===== src/rtl/adder_share_arb_pkg.sv =====
// Shared constants for the adder_share_arb arbiter: default width, FSM encodings, requester indices.
package adder_share_arb_pkg;

    localparam int unsigned WIDTH_DEF = 4;

    localparam logic [1:0] IDLE   = 2'd0;
    localparam logic [1:0] GRANT  = 2'd1;
    localparam logic [1:0] RESULT = 2'd2;

    localparam logic REQ0 = 1'b0;
    localparam logic REQ1 = 1'b1;

endpackage


===== src/rtl/adder_share_arb_adder_core.sv =====
// Purely combinational WIDTH-bit ripple-carry adder built from 1-bit full-adder cells.
module adder_core
    import adder_share_arb_pkg::*;
#(
    parameter int unsigned WIDTH = WIDTH_DEF
) (
    input  logic [WIDTH-1:0] a,
    input  logic [WIDTH-1:0] b,
    input  logic             cin,
    output logic [WIDTH-1:0] sum,
    output logic             cout
);

    logic [WIDTH:0] carry;

    assign carry[0] = cin;

    for (genvar i = 0; i < WIDTH; i++) begin : g_fa
        assign sum[i]     = a[i] ^ b[i] ^ carry[i];
        assign carry[i+1] = (a[i] & b[i]) | (a[i] & carry[i]) | (b[i] & carry[i]);
    end

    assign cout = carry[WIDTH];

endmodule


===== src/rtl/adder_share_arb.sv =====
// Two-requester round-robin arbiter sequencing one shared ripple-carry adder (grant, then result).
// Optional signed-overflow output enabled by defining ADDER_ARB_OVF_EN.
module adder_share_arb
    import adder_share_arb_pkg::*;
#(
    parameter int unsigned WIDTH = WIDTH_DEF
) (
    input  logic             clk,
    input  logic             rst,
    input  logic             req0,
    input  logic [WIDTH-1:0] a0,
    input  logic [WIDTH-1:0] b0,
    input  logic             cin0,
    input  logic             req1,
    input  logic [WIDTH-1:0] a1,
    input  logic [WIDTH-1:0] b1,
    input  logic             cin1,
    output logic             gnt0,
    output logic             gnt1,
    output logic             vld0,
    output logic             vld1,
    output logic [WIDTH-1:0] sum,
`ifdef ADDER_ARB_OVF_EN
    output logic             ovf,
`endif
    output logic             cout
);

    logic [1:0]       state;
    logic [1:0]       state_nxt;
    logic             ptr;
    logic             ptr_nxt;
    logic             owner;
    logic [WIDTH-1:0] op_a;
    logic [WIDTH-1:0] op_b;
    logic             op_cin;

    logic             elig0;
    logic             elig1;
    logic             win_vld;
    logic             win_idx;
    logic [WIDTH-1:0] op_a_nxt;
    logic [WIDTH-1:0] op_b_nxt;
    logic             op_cin_nxt;
    logic             gnt0_nxt;
    logic             gnt1_nxt;
    logic             vld0_nxt;
    logic             vld1_nxt;

    logic [WIDTH-1:0] add_sum;
    logic             add_cout;

    adder_core #(.WIDTH(WIDTH)) u_adder_core (
        .a    (op_a),
        .b    (op_b),
        .cin  (op_cin),
        .sum  (add_sum),
        .cout (add_cout)
    );

    // Arbitration and next-state; a requester is ineligible while its grant is still visible.
    always_comb begin
        state_nxt  = state;
        ptr_nxt    = ptr;
        win_idx    = REQ0;
        op_a_nxt   = op_a;
        op_b_nxt   = op_b;
        op_cin_nxt = op_cin;

        elig0   = req0 & ~gnt0;
        elig1   = req1 & ~gnt1;
        win_vld = elig0 | elig1;

        if (elig0 && elig1) begin
            win_idx = ptr;
            ptr_nxt = ~ptr;
        end else if (elig1) begin
            win_idx = REQ1;
        end

        if (win_vld) begin
            op_a_nxt   = (win_idx == REQ1) ? a1 : a0;
            op_b_nxt   = (win_idx == REQ1) ? b1 : b0;
            op_cin_nxt = (win_idx == REQ1) ? cin1 : cin0;
        end

        gnt0_nxt = win_vld && (win_idx == REQ0);
        gnt1_nxt = win_vld && (win_idx == REQ1);
        vld0_nxt = (state == GRANT) && (owner == REQ0);
        vld1_nxt = (state == GRANT) && (owner == REQ1);

        case (state)
            IDLE:    state_nxt = win_vld ? GRANT : IDLE;
            GRANT:   state_nxt = win_vld ? GRANT : RESULT;
            RESULT:  state_nxt = win_vld ? GRANT : IDLE;
            default: state_nxt = IDLE;
        endcase
    end

    always_ff @(posedge clk) begin
        if (rst) begin
            state  <= IDLE;
            ptr    <= REQ0;
            owner  <= REQ0;
            op_a   <= '0;
            op_b   <= '0;
            op_cin <= 1'b0;
            gnt0   <= 1'b0;
            gnt1   <= 1'b0;
            vld0   <= 1'b0;
            vld1   <= 1'b0;
            sum    <= '0;
            cout   <= 1'b0;
`ifdef ADDER_ARB_OVF_EN
            ovf    <= 1'b0;
`endif
        end else begin
            state  <= state_nxt;
            ptr    <= ptr_nxt;
            op_a   <= op_a_nxt;
            op_b   <= op_b_nxt;
            op_cin <= op_cin_nxt;
            gnt0   <= gnt0_nxt;
            gnt1   <= gnt1_nxt;
            vld0   <= vld0_nxt;
            vld1   <= vld1_nxt;
            if (win_vld) begin
                owner <= win_idx;
            end
            // Result stage: capture the adder while the granted op is in flight.
            if (state == GRANT) begin
                sum  <= add_sum;
                cout <= add_cout;
`ifdef ADDER_ARB_OVF_EN
                ovf  <= (op_a[WIDTH-1] == op_b[WIDTH-1]) && (add_sum[WIDTH-1] != op_a[WIDTH-1]);
`endif
            end
        end
    end

endmodule


===== config.mk =====
export PLATFORM = sky130hd
export DESIGN_NAME = adder_share_arb
export DESIGN_NICKNAME = d
export VERILOG_FILES = /design/src/rtl/adder_share_arb_pkg.sv /design/src/rtl/adder_share_arb_adder_core.sv /design/src/rtl/adder_share_arb.sv
export SDC_FILE = /design/constraint.sdc
export NUM_CORES = 1
export LEC_CHECK = 0
export BUFFER_PORTS_ARGS = -buffer_cell sky130_fd_sc_hd__clkbuf_2
export CORE_UTILIZATION = 52
export DETAILED_ROUTE_END_ITERATION = 10
export PLACE_DENSITY = 0.85
export SLEW_MARGIN = 20
export SYNTH_ARGS = -nofsm -noshare
export SYNTH_HDL_FRONTEND = slang
export SYNTH_SLANG_ARGS = --single-unit

===== constraint.sdc =====
create_clock -name clk -period 3.09 [get_ports clk]
set_clock_uncertainty 0.1 [all_clocks]
set_input_delay 0.618 -clock clk [delete_from_list [all_inputs] [get_ports clk]]
set_output_delay 0.618 -clock clk [all_outputs]
set_load 0.03 [all_outputs]

==> metrics.md <==
| Metric | Value |
|---|---|
| Worst Max-Slew Pin Slew | ~0.73 ns |
| Slew headroom | 51.36% |
| Worst Setup Start Kind | flop |
| Rows | 15 |
| # DRC | 0 |
| Final Net Count | 162 |
| Fin. max-slew vios | 0 |
| PortBufs | 30 |
| Crit path time final | ~2.2 ns |
| CP max-delay cell | fa_1 |
| Gpl congestion | 0.8263 |
| Largest net degree at the start of global routing | 23 |
| Avg Vias per Cell | 5.606 |
| Routed vias | 897 |
| Detailed Routing Iterations Pass 1 | 4 |
| Layout cell share with drive strength beyond 1 | 25.19% |
| Layout fillers | approximately 160 |
| Power per Cell Area | ~510 nW/um^2 |
| Compound-cell area share of the yosys netlist | approximately 12% |
| Synth warnings | 0 |
| Initial cell density of the core | 55.80% |
| Fmax | 445.8 MHz |
| Run status | finished, final reports clean |
| Critical path class | flop to flop |
| Clk slew on worst S/H paths | 0.12 ns |
| CTS tree | built |
| Clock sinks | 22 |
| Xor-xnor portion of the synthesized cell area | 0% |
| CTS Hold Bufs | 0 |
| Hold Path Class | flop to flop |
| Max Fanout on Critical Path | 2 |
| Critical Path RT | 3.22 ns |
| Die X-Extent | 45.05 um |
| Sequential area share after synthesis | between 40% and 50% |
| Crit-path cells | inv_1 > fa_1 > inv_1 > fa_1 > fa_1 > inv_1 > fa_1 > a211oi_1 |
| Post-CTS Setup Repair Bufs | 0 |
| CTS resizes | 0 |
| Leakage power | between 0.4 and 0.5 nW |
| MaxCap Viol Count | 0 |
| Largest family of logic cells by synthesized area | simple AND/OR/NAND/NOR gates |
| I/O pin total | 31 |
| Die height | 45.05 um |
| Synth cell types | 24 |
| # diodes | 0 |
| Number of DRC markers in iteration 0 | 13 |
| Multiplexer share of the synthesized area | 0% |
| Max clock buf depth | 2 |
| Vias in the first global route | approximately 780 |
| Synth Area in Simple Gates | approximately a quarter |
| Most frequent CP cell | fa_1 |
| Core footprint | 1727 um^2 |
| Cells after synthesis | 109 |
| HP Start | owner |
| First-pass GRT wire length | 3.291 mm |
| Final Hold Viols | 0 |
| Worst Setup SP | op_b[0] |
| Final std cells w/o fill | 160 |
| Clock root cell | clkbuf_4 |
| TritonCTS buffer count | 3 |
| Routed WL | between 2 and 2.5 mm |
| Area growth syn-to-layout | 18.05% |
| Synthesized area | between 900 and 1000 um^2 |
| WP data arrival | 2.37 ns |
| Initial antenna violation count | 0 |
| Final Setup Violations | 0 |
| Cell total after placement | around 160 |
| Grt total ovfl | 0 |
| Synth Area per Inst | 8.839 um^2 |
| H-tree Lvls | 1 |
| ANT nets after route | 0 |
| Routed WL per cell | around 13 um |
| Reg-to-Reg Start | op_b[0] |
| Worst Setup End Kind | flop |
| Total Neg Setup Slack | 0 ns |
| Clock latency on the worst-skew pair | 0.31 ns |
| Gr usage total | 22.60% |
| Die Footprint | ~2000 um^2 |
| RSZ-0062 raised after global routing | false |
| Max IR drop VDD | 0.0003139 V |
| Final HPWL DP | 1.507 mm |
| Period utilisation layout | 72.59% |
| Syn Nets | 135 |
| #FFs+latches synth | 22 |
| Post-Synth Adder-Cell Area | 8.312% |
| Slowest stage delay, CP | 0.40 ns |
-- path summary, 6_finish.rpt --
check                end  slack [ns]  cells after the start
setup reg to reg  sum[3]        0.85                      8
hold reg to reg     vld0        0.35                      1
setup / recovery  sum[3]        0.85                      8
hold / removal      vld0        0.35                      1
-- through the flow --
step	instance area [um^2]	utilization, %	hold WS (ns)	setup WS [ns]	power, mW
finish	1137	65.87	0.3550	0.8469	0.5856
global route	1137	65.87	0.3797	0.7106	0.6208
CTS	1137	65.87	0.3563	0.8426	0.5888
detailed placement	1101	63.77	0.3327	0.8694	0.4362
global placement	1101	63.77	0.3295	0.9483	0.4309
floorplan	963.4	-	0.3163	0.9884	0.4038
-- report_power, final --
part | total (mW) | switching (mW) | leakage, nW | internal [mW]
clock network | 0.156 | 0.0842 | 0.0210 | 0.0720
registers | 0.318 | 0.0130 | 0.181 | 0.305
logic | 0.111 | 0.0701 | 0.273 | 0.0410
-- sequential cells by signal, indices dropped and copies added (netlist names), 2 cells and up --
signal,flops
op_a,4
sum,4
state,2
op_b,4
-- cell families after synthesis --
| group | count (synthesis) |
|---|---|
| buffers and inverters | 15 |
| DFF | 22 |
| adders and majority gates | 4 |
| and+or+nand+nor | 49 |
| AOI/OAI and AO/OA | 19 |
-- worst max-delay path, delay by kind of cell, from the launching register on --
kind,cells,cell delay [ns]
compound gates,1,0.19
fa+ha+maj,4,1.34
buf+inv,3,0.20
flops,1,0.33
-- Yosys cell counts (all sizes together) --
master | instances | share of area [%]
nor3b | 1 | 0.78
nor2 | 4 | 1.6
or3 | 1 | 0.65
a21oi | 4 | 2.1
nand2b | 3 | 1.9
nor4 | 1 | 0.65
a31oi | 9 | 5.8
nand2 | 6 | 2.3
inv | 7 | 2.7
buf | 7 | 4.2
nand3 | 27 | 14
and2b | 1 | 0.78
nor2b | 2 | 1.3
a221oi | 1 | 0.91
clkbuf | 1 | 0.39
nand3b | 1 | 0.78
nor3 | 1 | 0.52
dfxtp | 22 | 46
fa | 4 | 8.3
or3b | 1 | 0.91
a211oi | 4 | 3.1
o21ai | 1 | 0.52
-- layout make-up --
| class | instances | area (um^2) | area share [%] |
|---|---|---|---|
| Multi-Input combinational cell | 72 | 452.9 | 39.82 |
| Sequential cell | 22 | 440.4 | 38.72 |
| Timing Repair Buffer | 30 | 150.1 | 13.20 |
| Clock buffer | 4 | 36.28 | 3.190 |
| Tap cell | 25 | 31.28 | 2.750 |
| Inverter | 7 | 26.28 | 2.310 |
-- cell usage in the layout, fill, tap and decap left out --
cell type,count
a211oi_1,4
and2b_1,1
fa_1,4
or3b_1,1
a31oi_1,9
o21ai_0,1
nor4_1,1
a221oi_1,1
or3_1,1
nand2_1,6
nor2_1,4
nand3b_1,1
nor3b_1,1
clkbuf_2,30
dfxtp_1,22
clkbuf_4,3
a21oi_1,4
nand3_1,27
nor2b_1,2
clkbuf_8,1
nor3_1,1
inv_1,7
nand2b_1,3
-- per-layer routing --
| metal | share of wire (%) | vias to the layer above | GRT usage, % |
|---|---|---|---|
| li1 | - | 438 | - |
| met1 | 46 | 429 | 27.37 |
| met2 | 49 | 26 | 38.84 |
| met3 | 4.1 | 4 | 4.800 |
| met4 | 1.2 | 0 | 9.091 |
| met5 | 0 | - | 0 |
Power figures use the tool's default switching activity.
